**config.mk**
```make
export PLATFORM = sky130hd
export DESIGN_NAME = spi_master
export DESIGN_NICKNAME = d
export VERILOG_FILES = /design/src/rtl/spi_master.sv
export SDC_FILE = /design/constraint.sdc
export NUM_CORES = 1
export LEC_CHECK = 0
export ABC_AREA = 1
export CORE_ASPECT_RATIO = 1.1
export CORE_MARGIN = 2
export CORE_UTILIZATION = 55
export CTS_BUF_LIST = sky130_fd_sc_hd__clkbuf_16
export DETAILED_ROUTE_END_ITERATION = 8
export PLACE_DENSITY = 0.8
export SYNTH_ARGS = -nofsm -noshare
export SYNTH_HDL_FRONTEND = slang
export SYNTH_SLANG_ARGS = --single-unit
```
**constraint.sdc**
```tcl
create_clock -name clk_in -period 4.9 [get_ports clk_in]
set_input_delay 0.98 -clock clk_in [delete_from_list [all_inputs] [get_ports clk_in]]
set_output_delay 0.98 -clock clk_in [all_outputs]
set_load 0.05 [all_outputs]
```
**src/rtl/spi_master.sv**
```systemverilog
// SPI mode-3 master: one transfer of 1..32 bits per request, MSB (bit [nbits]) first.
// Every phase (lead, sclk low, sclk high, trail) lasts HALF_PERIOD clk_in cycles.
module spi_master #(
  parameter int HALF_PERIOD = 4
) (
  input  logic        clk_in,
  input  logic        rst,
  input  logic [31:0] spi_mosi_data,
  input  logic [5:0]  spi_nbits,
  input  logic        spi_request,
  output logic [31:0] spi_miso_data,
  output logic        spi_ready,
  output logic        spi_cs_n,
  output logic        spi_sclk,
  output logic        spi_mosi,
  input  logic        spi_miso
);

  localparam logic [2:0] S_IDLE  = 3'd0;
  localparam logic [2:0] S_LEAD  = 3'd1;
  localparam logic [2:0] S_LOW   = 3'd2;
  localparam logic [2:0] S_HIGH  = 3'd3;
  localparam logic [2:0] S_TRAIL = 3'd4;

  localparam logic [7:0] HP_LAST = 8'(HALF_PERIOD - 1);

  logic [2:0]  state_q, state_d;
  logic [7:0]  hp_q, hp_d;
  logic [4:0]  bit_q, bit_d;
  logic [31:0] tx_q, tx_d;
  logic [31:0] rx_q, rx_d;
  logic [31:0] miso_data_q, miso_data_d;
  logic        ready_q, ready_d;
  logic        cs_n_q, cs_n_d;
  logic        sclk_q, sclk_d;
  logic        mosi_q, mosi_d;

  logic        hp_end;
  logic [4:0]  bit_dec;
  logic        unused_nbits;

  assign hp_end       = (hp_q == HP_LAST);
  assign bit_dec      = bit_q - 5'd1;
  assign unused_nbits = spi_nbits[5];

  always_comb begin
    state_d     = state_q;
    hp_d        = hp_end ? 8'd0 : hp_q + 8'd1;
    bit_d       = bit_q;
    tx_d        = tx_q;
    rx_d        = rx_q;
    miso_data_d = miso_data_q;
    ready_d     = 1'b0;
    cs_n_d      = cs_n_q;
    sclk_d      = sclk_q;
    mosi_d      = mosi_q;
    case (state_q)
      S_IDLE: begin
        // Phase counter parks at zero so LEAD always gets a full half-period.
        hp_d   = 8'd0;
        cs_n_d = 1'b1;
        sclk_d = 1'b1;
        mosi_d = 1'b0;
        if (spi_request) begin
          tx_d    = spi_mosi_data;
          bit_d   = spi_nbits[4:0];
          rx_d    = '0;
          cs_n_d  = 1'b0;
          state_d = S_LEAD;
        end
      end
      S_LEAD: if (hp_end) begin
        sclk_d  = 1'b0;
        mosi_d  = tx_q[bit_q];
        state_d = S_LOW;
      end
      S_LOW: if (hp_end) begin
        sclk_d  = 1'b1;
        rx_d    = {rx_q[30:0], spi_miso};
        state_d = S_HIGH;
      end
      S_HIGH: if (hp_end) begin
        if (bit_q != 5'd0) begin
          bit_d   = bit_dec;
          sclk_d  = 1'b0;
          mosi_d  = tx_q[bit_dec];
          state_d = S_LOW;
        end else begin
          state_d = S_TRAIL;
        end
      end
      S_TRAIL: if (hp_end) begin
        cs_n_d      = 1'b1;
        mosi_d      = 1'b0;
        miso_data_d = rx_q;
        ready_d     = 1'b1;
        state_d     = S_IDLE;
      end
      default: state_d = S_IDLE;
    endcase
  end

  always_ff @(posedge clk_in or posedge rst) begin
    if (rst) begin
      state_q     <= S_IDLE;
      hp_q        <= '0;
      bit_q       <= '0;
      tx_q        <= '0;
      rx_q        <= '0;
      miso_data_q <= '0;
      ready_q     <= 1'b0;
      cs_n_q      <= 1'b1;
      sclk_q      <= 1'b1;
      mosi_q      <= 1'b0;
    end else begin
      state_q     <= state_d;
      hp_q        <= hp_d;
      bit_q       <= bit_d;
      tx_q        <= tx_d;
      rx_q        <= rx_d;
      miso_data_q <= miso_data_d;
      ready_q     <= ready_d;
      cs_n_q      <= cs_n_d;
      sclk_q      <= sclk_d;
      mosi_q      <= mosi_d;
    end
  end

  assign spi_miso_data = miso_data_q;
  assign spi_ready     = ready_q;
  assign spi_cs_n      = cs_n_q;
  assign spi_sclk      = sclk_q;
  assign spi_mosi      = mosi_q;

endmodule

```
; ---- After elaboration in Yosys (flattened, before gate mapping)
; Index checks and enable logic that the tools add are counted.
; Widths: inputs -> output; s select.
[classes]
order_cmp = 2
eq_ne = 11
muxes = 33
n_reduce_logical = 15
addsub = 2
[op_table]
columns = op, count
row1 = $mux 32, 2
row2 = $pmux 32 s2, 1
row3 = $mux 3, 6
row4 = $mux 8, 2
row5 = $mux 5, 3
row6 = $pmux 3 s5, 1
row7 = $reduce_and 5->1, 3
row8 = $lt 5x6->1 const B, 2
row9 = $mux 1, 12
row10 = $ne 2x2->1 const B, 6
row11 = $bmux 1 s5, 2
row12 = $pmux 5 s2, 1
row13 = $add 8x1->8 const B, 1
row14 = $eq 8x2->1 const B, 1
row15 = $pmux 1 s4, 2
row16 = $reduce_bool 4->1, 2
row17 = $eq 3x2->1 const B, 2
row18 = $reduce_and 2->1, 3
row19 = $reduce_bool 2->1, 3
row20 = $reduce_bool 5->1, 1
row21 = $sub 5x1->5 const B, 1
row22 = $reduce_and 4->1, 1
row23 = $eq 3x1->1 const B, 1
row24 = $eq 3x3->1 const B, 1
row25 = other kinds (3), 3
[word_totals]
register_bits = 116
out_inout_bits = 36
elab_cells = 73
inputBits = 42

; ---- Longest topological paths before layout
[logic_depth]
ltp_word = 6
ltp_mapped = 14
mapped_depth_nobuf = 12

; ---- Least setup slack after synthesis
; Ideal clock, no wire load.
[synth_timing]
kind = register -> register
startpoint = reg bit_q[0]
endpoint = reg mosi_q, in the netlist spi_mosi
setup_time_ps = 118
path_slack_ps = 2980
t_arrival_ps = 1802
path_buffers = 3
period_less_slack_ps = 1920
path_stages_with_launch = 13
required_time_ps = 4782
path_cell_list = dfrtp_1 > inv_2 > buf_2 > buf_4 > ha_1 > clkbuf_1 > nand3_1 > nand3_1 > nand3_1 > nand3_1 > nand3_1 > nor2_1 > nor2_1
[synth_between]
elab_chain_len = 6
word_cells_on_any_way = 12
classes_between = 1 x add/sub / 1 x eq/ne / 8 x mux / 2 x reduce/logical
[synth_lines]
columns = item, line
row1 = "start, declared", 29  ; logic [4:0] bit_q, bit_d;
row2 = "start signal, assigned", 118  ; bit_q <= bit_d;
row3 = $sub 5x1->5, 43  ; assign bit_dec = bit_q - 5'd1;
row4 = $bmux 1 s5, 86  ; mosi_d = tx_q[bit_dec];
row5 = $mux 1 (implied by the code), 86
row6 = $mux 1, 83  ; if (bit_q != 5'd0) begin
row7 = $mux 1, 82  ; S_HIGH: if (hp_end) begin
row8 = $pmux 1 s4, 57  ; case (state_q)
row9 = "end signal, assigned", 125  ; mosi_q <= mosi_d;
row10 = "end, declared", 36  ; logic mosi_q, mosi_d;
; Several ways; a longest one is shown, not always the timed one. The select of a mux whose other input is x is not followed.
; A chain may end at the register's enable or synchronous reset.

; ---- Worst setup path in the final report
[layout_timing]
startpoint = reg cs_n_q, in the netlist spi_cs_n
endpoint = out spi_cs_n
[layout_lines]
columns = item, line
row1 = "start, declared", 34  ; logic cs_n_q, cs_n_d;
row2 = "start signal, assigned", 123  ; cs_n_q <= cs_n_d;
row3 = "end, declared", 13  ; output logic spi_cs_n,
; No word-level cell between the ends.

==> impl_metrics.py <==
metrics = {
    "outcome": {
        "outcome": "finished clean",
    },
    "logic_synthesis": {
        "synth_commonest_cells": "nand2_1 (127), dfrtp_1 (114), nand3_1 (84)",
        "synth_flop_cell": "dfrtp_1",
        "synth_cell_type_count": 34,
        "synth_top_area_share_pct": 51.7,
        "syn_avg_cell_area_um2": 8.63,
        "synthCells": 640,
        "yosys.area.top_type": "dfrtp_1",
        "synth.net_count": 685,
        "ys_warn_count": 0,
        "yosysMostFrequentCell": "nand2_1",
        "ys_seq_elements": 116,
        "yosysSeqAreaShare_pct": 52.6,
        "async_reset_ff_share_pct": 100,
        "syn_area_mm2": 0.00552,
        "ys_top_cells_by_area": "dfrtp_1 (52%), nand2_1 (8.6%), nand3_1 (7.6%)",
        "synth_edf_count": 0,
    },
    "detailed_routing": {
        "postRouteAntennaNets": 0,
        "drt_iter0_drc": 396,
        "drt_first_pass_iters": 6,
        "vias": 4546,
        "routedWlPerCell_um": 14.9,
        "drcViolationCount": 0,
        "routed_wl_um": 12500,
        "vias_per_cell": 5.41,
    },
    "worst_setup_path": {
        "crit-reg2reg-launch": "bit_q[0]",
        "crit_slowest_cell": "clkdlybuf4s50_1",
        "crit_fanout": 2,
        "cp_cell_sequence": "clkdlybuf4s50_1",
        "start_kind": "register",
        "reg2regPathDepth": 11,
        "reg2reg_slack_ps": 2190,
        "cp_data_required_time_ps": 3920,
        "worstPathArrival_ps": 1770,
        "crit_type": "register to output pin",
        "cp-end-kind": "output pin",
        "path_buf_inv": 1,
        "critPathMaxStageDelay_ps": 820,
        "timing.rr.end": "spi_mosi",
        "critical_path.top_delay_family": "buffers and inverters",
    },
    "clocking": {
        "cts_made_buffers": 17,
        "post-cts-setup-buffer-count": 0,
        "clockRootBuffer": "clkbuf_16",
        "cts_hold_buffers": 0,
        "cts_buffer_depth": 2,
        "cts.sinks": 116,
        "insertion_delay_ps": 420,
        "ctsResizeCount": 0,
        "tritoncts": "built",
        "htreeDepth": 4,
        "clk_pin_slew_worst_paths_ps": 60,
    },
    "finish": {
        "multi_input_area_mm2": 0.00213,
        "nFillCells": 732,
        "antenna-diode-count": 0,
        "regArea_mm2": 0.00291,
        "area_delta_synth_final_pct": 24.4,
        "drive_above_1_share_pct": 12.1,
        "nets": 752,
    },
    "sta": {
        "fin_setup_tns_ps": 0,
        "hold_viol_final": 0,
        "rsz0062_at_grt": "no",
        "relSlewSlack_pct": 18.4,
        "max_freq_mhz": 364,
        "setup_violations": 0,
        "min_period_ps": 2750,
        "whs_ps": 469,
        "fin_skew_ps": 9.73,
        "maxSlewViolCount": 0,
        "tightest_slew_ps": 1220,
        "fin_crit_sh_pct": 56.0,
    },
    "floorplanning": {
        "rows": 38,
        "fp.coreArea_mm2": 0.00984,
        "start_util_pct": 56.1,
        "ios": 78,
        "die_h_um": 109,
        "die_area_mm2": 0.0109,
        "die_w_um": 99.5,
    },
    "min_path": {
        "hold-path-endpoint": "hp_q[0]",
        "hp-class": "register to register",
        "min_path_cells": 1,
        "min-delay-start": "hp_q[0]",
    },
    "global_routing": {
        "grt_pass1_vias": 4485,
        "track_usage_pct": 24.8,
        "grt_overflow": 0,
        "antenna_found_initial": 0,
        "grt_max_degree": 72,
        "grt_pass1_wl_um": 21100,
    },
    "placement": {
        "gp_congestion": 0.879,
        "port_buffers": 76,
        "dp_hpwl_um": 7820,
    },
    "pwr": {
        "power.density_mw_per_mm2": 580,
        "p_leak_nw": 3.14,
        "peakVddDrop_v": 0.000367,
    },
    "run": {
        "maxCapViolations": 0,
    },
}
## placed cells by master (no fill, tap or decap)
master           Yosys  layout
inv_8                0       2
nor3b_1              1       1
o21ai_1             14      14
xor2_1               2       2
dfstp_2              2       2
a21oi_1             26      26
nor3_1               4       4
inv_1               69      68
bufinv_16            0       3
o21ai_2             23      23
and2_1               1       1
mux2_2              12      12
xnor2_1              1       1
clkdlybuf4s50_1      0      76
dfrtp_1            114     114
inv_6                0       6
nand4_1              1       1
buf_4                8       3
clkinv_2             0       1
ha_1                 3       3
inv_4                0       1
nand3_1             84      84
and3_1               1       1
or2_2                1       1
inv_2                6       6
o21ai_0             42      42
clkbuf_16            0      17
nor2_4               5       5
o211ai_1             3       3
nand2_4              2       2
mux2_1               1       1
nor2_1              60      60
a22oi_1              1       1
o22ai_1              1       1
nand2_1            127     127
or3_1                1       1
clkinvlp_4           0       1
a21boi_0             1       1
clkinv_4             0       2
## final cells by class
cell class / instances / share of cell area [%]
flip-flops and latches: 116 / 42.3
clock buffers: 17 / 6.19
well taps: 120 / 2.19
repair buffers: 79 / 11.4
inverters: 75 / 4.13
clock inverters: 15 / 2.84
multi-input cells: 418 / 30.9
## cells by family (layout without fill, tap and decap cells)
kind of cell	Yosys count	in the layout	share of synthesized area, %
AO/OA/AOI/OAI	111	111	11.9
AND/OR/NAND/NOR	288	288	22.8
flip-flops	116	116	52.6
adder cells (fa/ha/maj)	3	3	0.680
multiplexers	13	13	2.65
buffers and inverters	106	186	8.88
XOR/XNOR	3	3	0.476
## stage by stage
stage | util [%] | power [mW] | setup WS (ps) | std cells | cell area [um2]
finish | 69.8 | 3.98 | 2150 | 840 | 6870
global route | 69.8 | 4.25 | 2010 | 840 | 6870
CTS | 69.8 | 3.98 | 2150 | 840 | 6870
detailed placement | 63.5 | 2.66 | 2030 | 808 | 6250
global placement | 63.5 | 2.60 | 2090 | 808 | 6250
floorplan | - | 2.37 | 851 | 640 | 5520
## sequential cells by signal, indices dropped and copies added (netlist names)
signal,count
bit_q,5
hp_q,8
rx_q,32
spi_cs_n,1
spi_miso_data,32
spi_mosi,1
spi_ready,1
spi_sclk,1
state_q,3
tx_q,32
## metal layers
layer | GRT usage [%] | wire (um) | vias to the layer above | share of wire (%)
met3 | 6.79 | 772 | 22 | 6.2
met4 | 9.88 | 236 | 0 | 1.9
met2 | 40.4 | 6280 | 152 | 50
li1 | - | - | 2219 | -
met5 | 0 | 0 | - | 0
met1 | 31.7 | 5190 | 2153 | 42
## worst max path at each step
stage                      startpoint  endpoint  depth (start not counted)
after floorplan                   rst  bit_q[0]                          1
after global placement    spi_request  rx_q[30]                          5
after detailed placement  spi_request   rx_q[8]                          5
after CTS                    spi_cs_n  spi_cs_n                          1
after global routing         bit_q[0]  spi_mosi                         11
final                        spi_cs_n  spi_cs_n                          1
## power by group
| part | internal (mW) | total [mW] | switching (mW) | leakage, nW |
|---|---|---|---|---|
| combinational | 0.467 | 1.37 | 0.904 | 1.33 |
| clock | 0.816 | 1.30 | 0.485 | 0.303 |
| sequential | 1.16 | 1.31 | 0.156 | 1.50 |
Power figures use the tool's default switching activity.
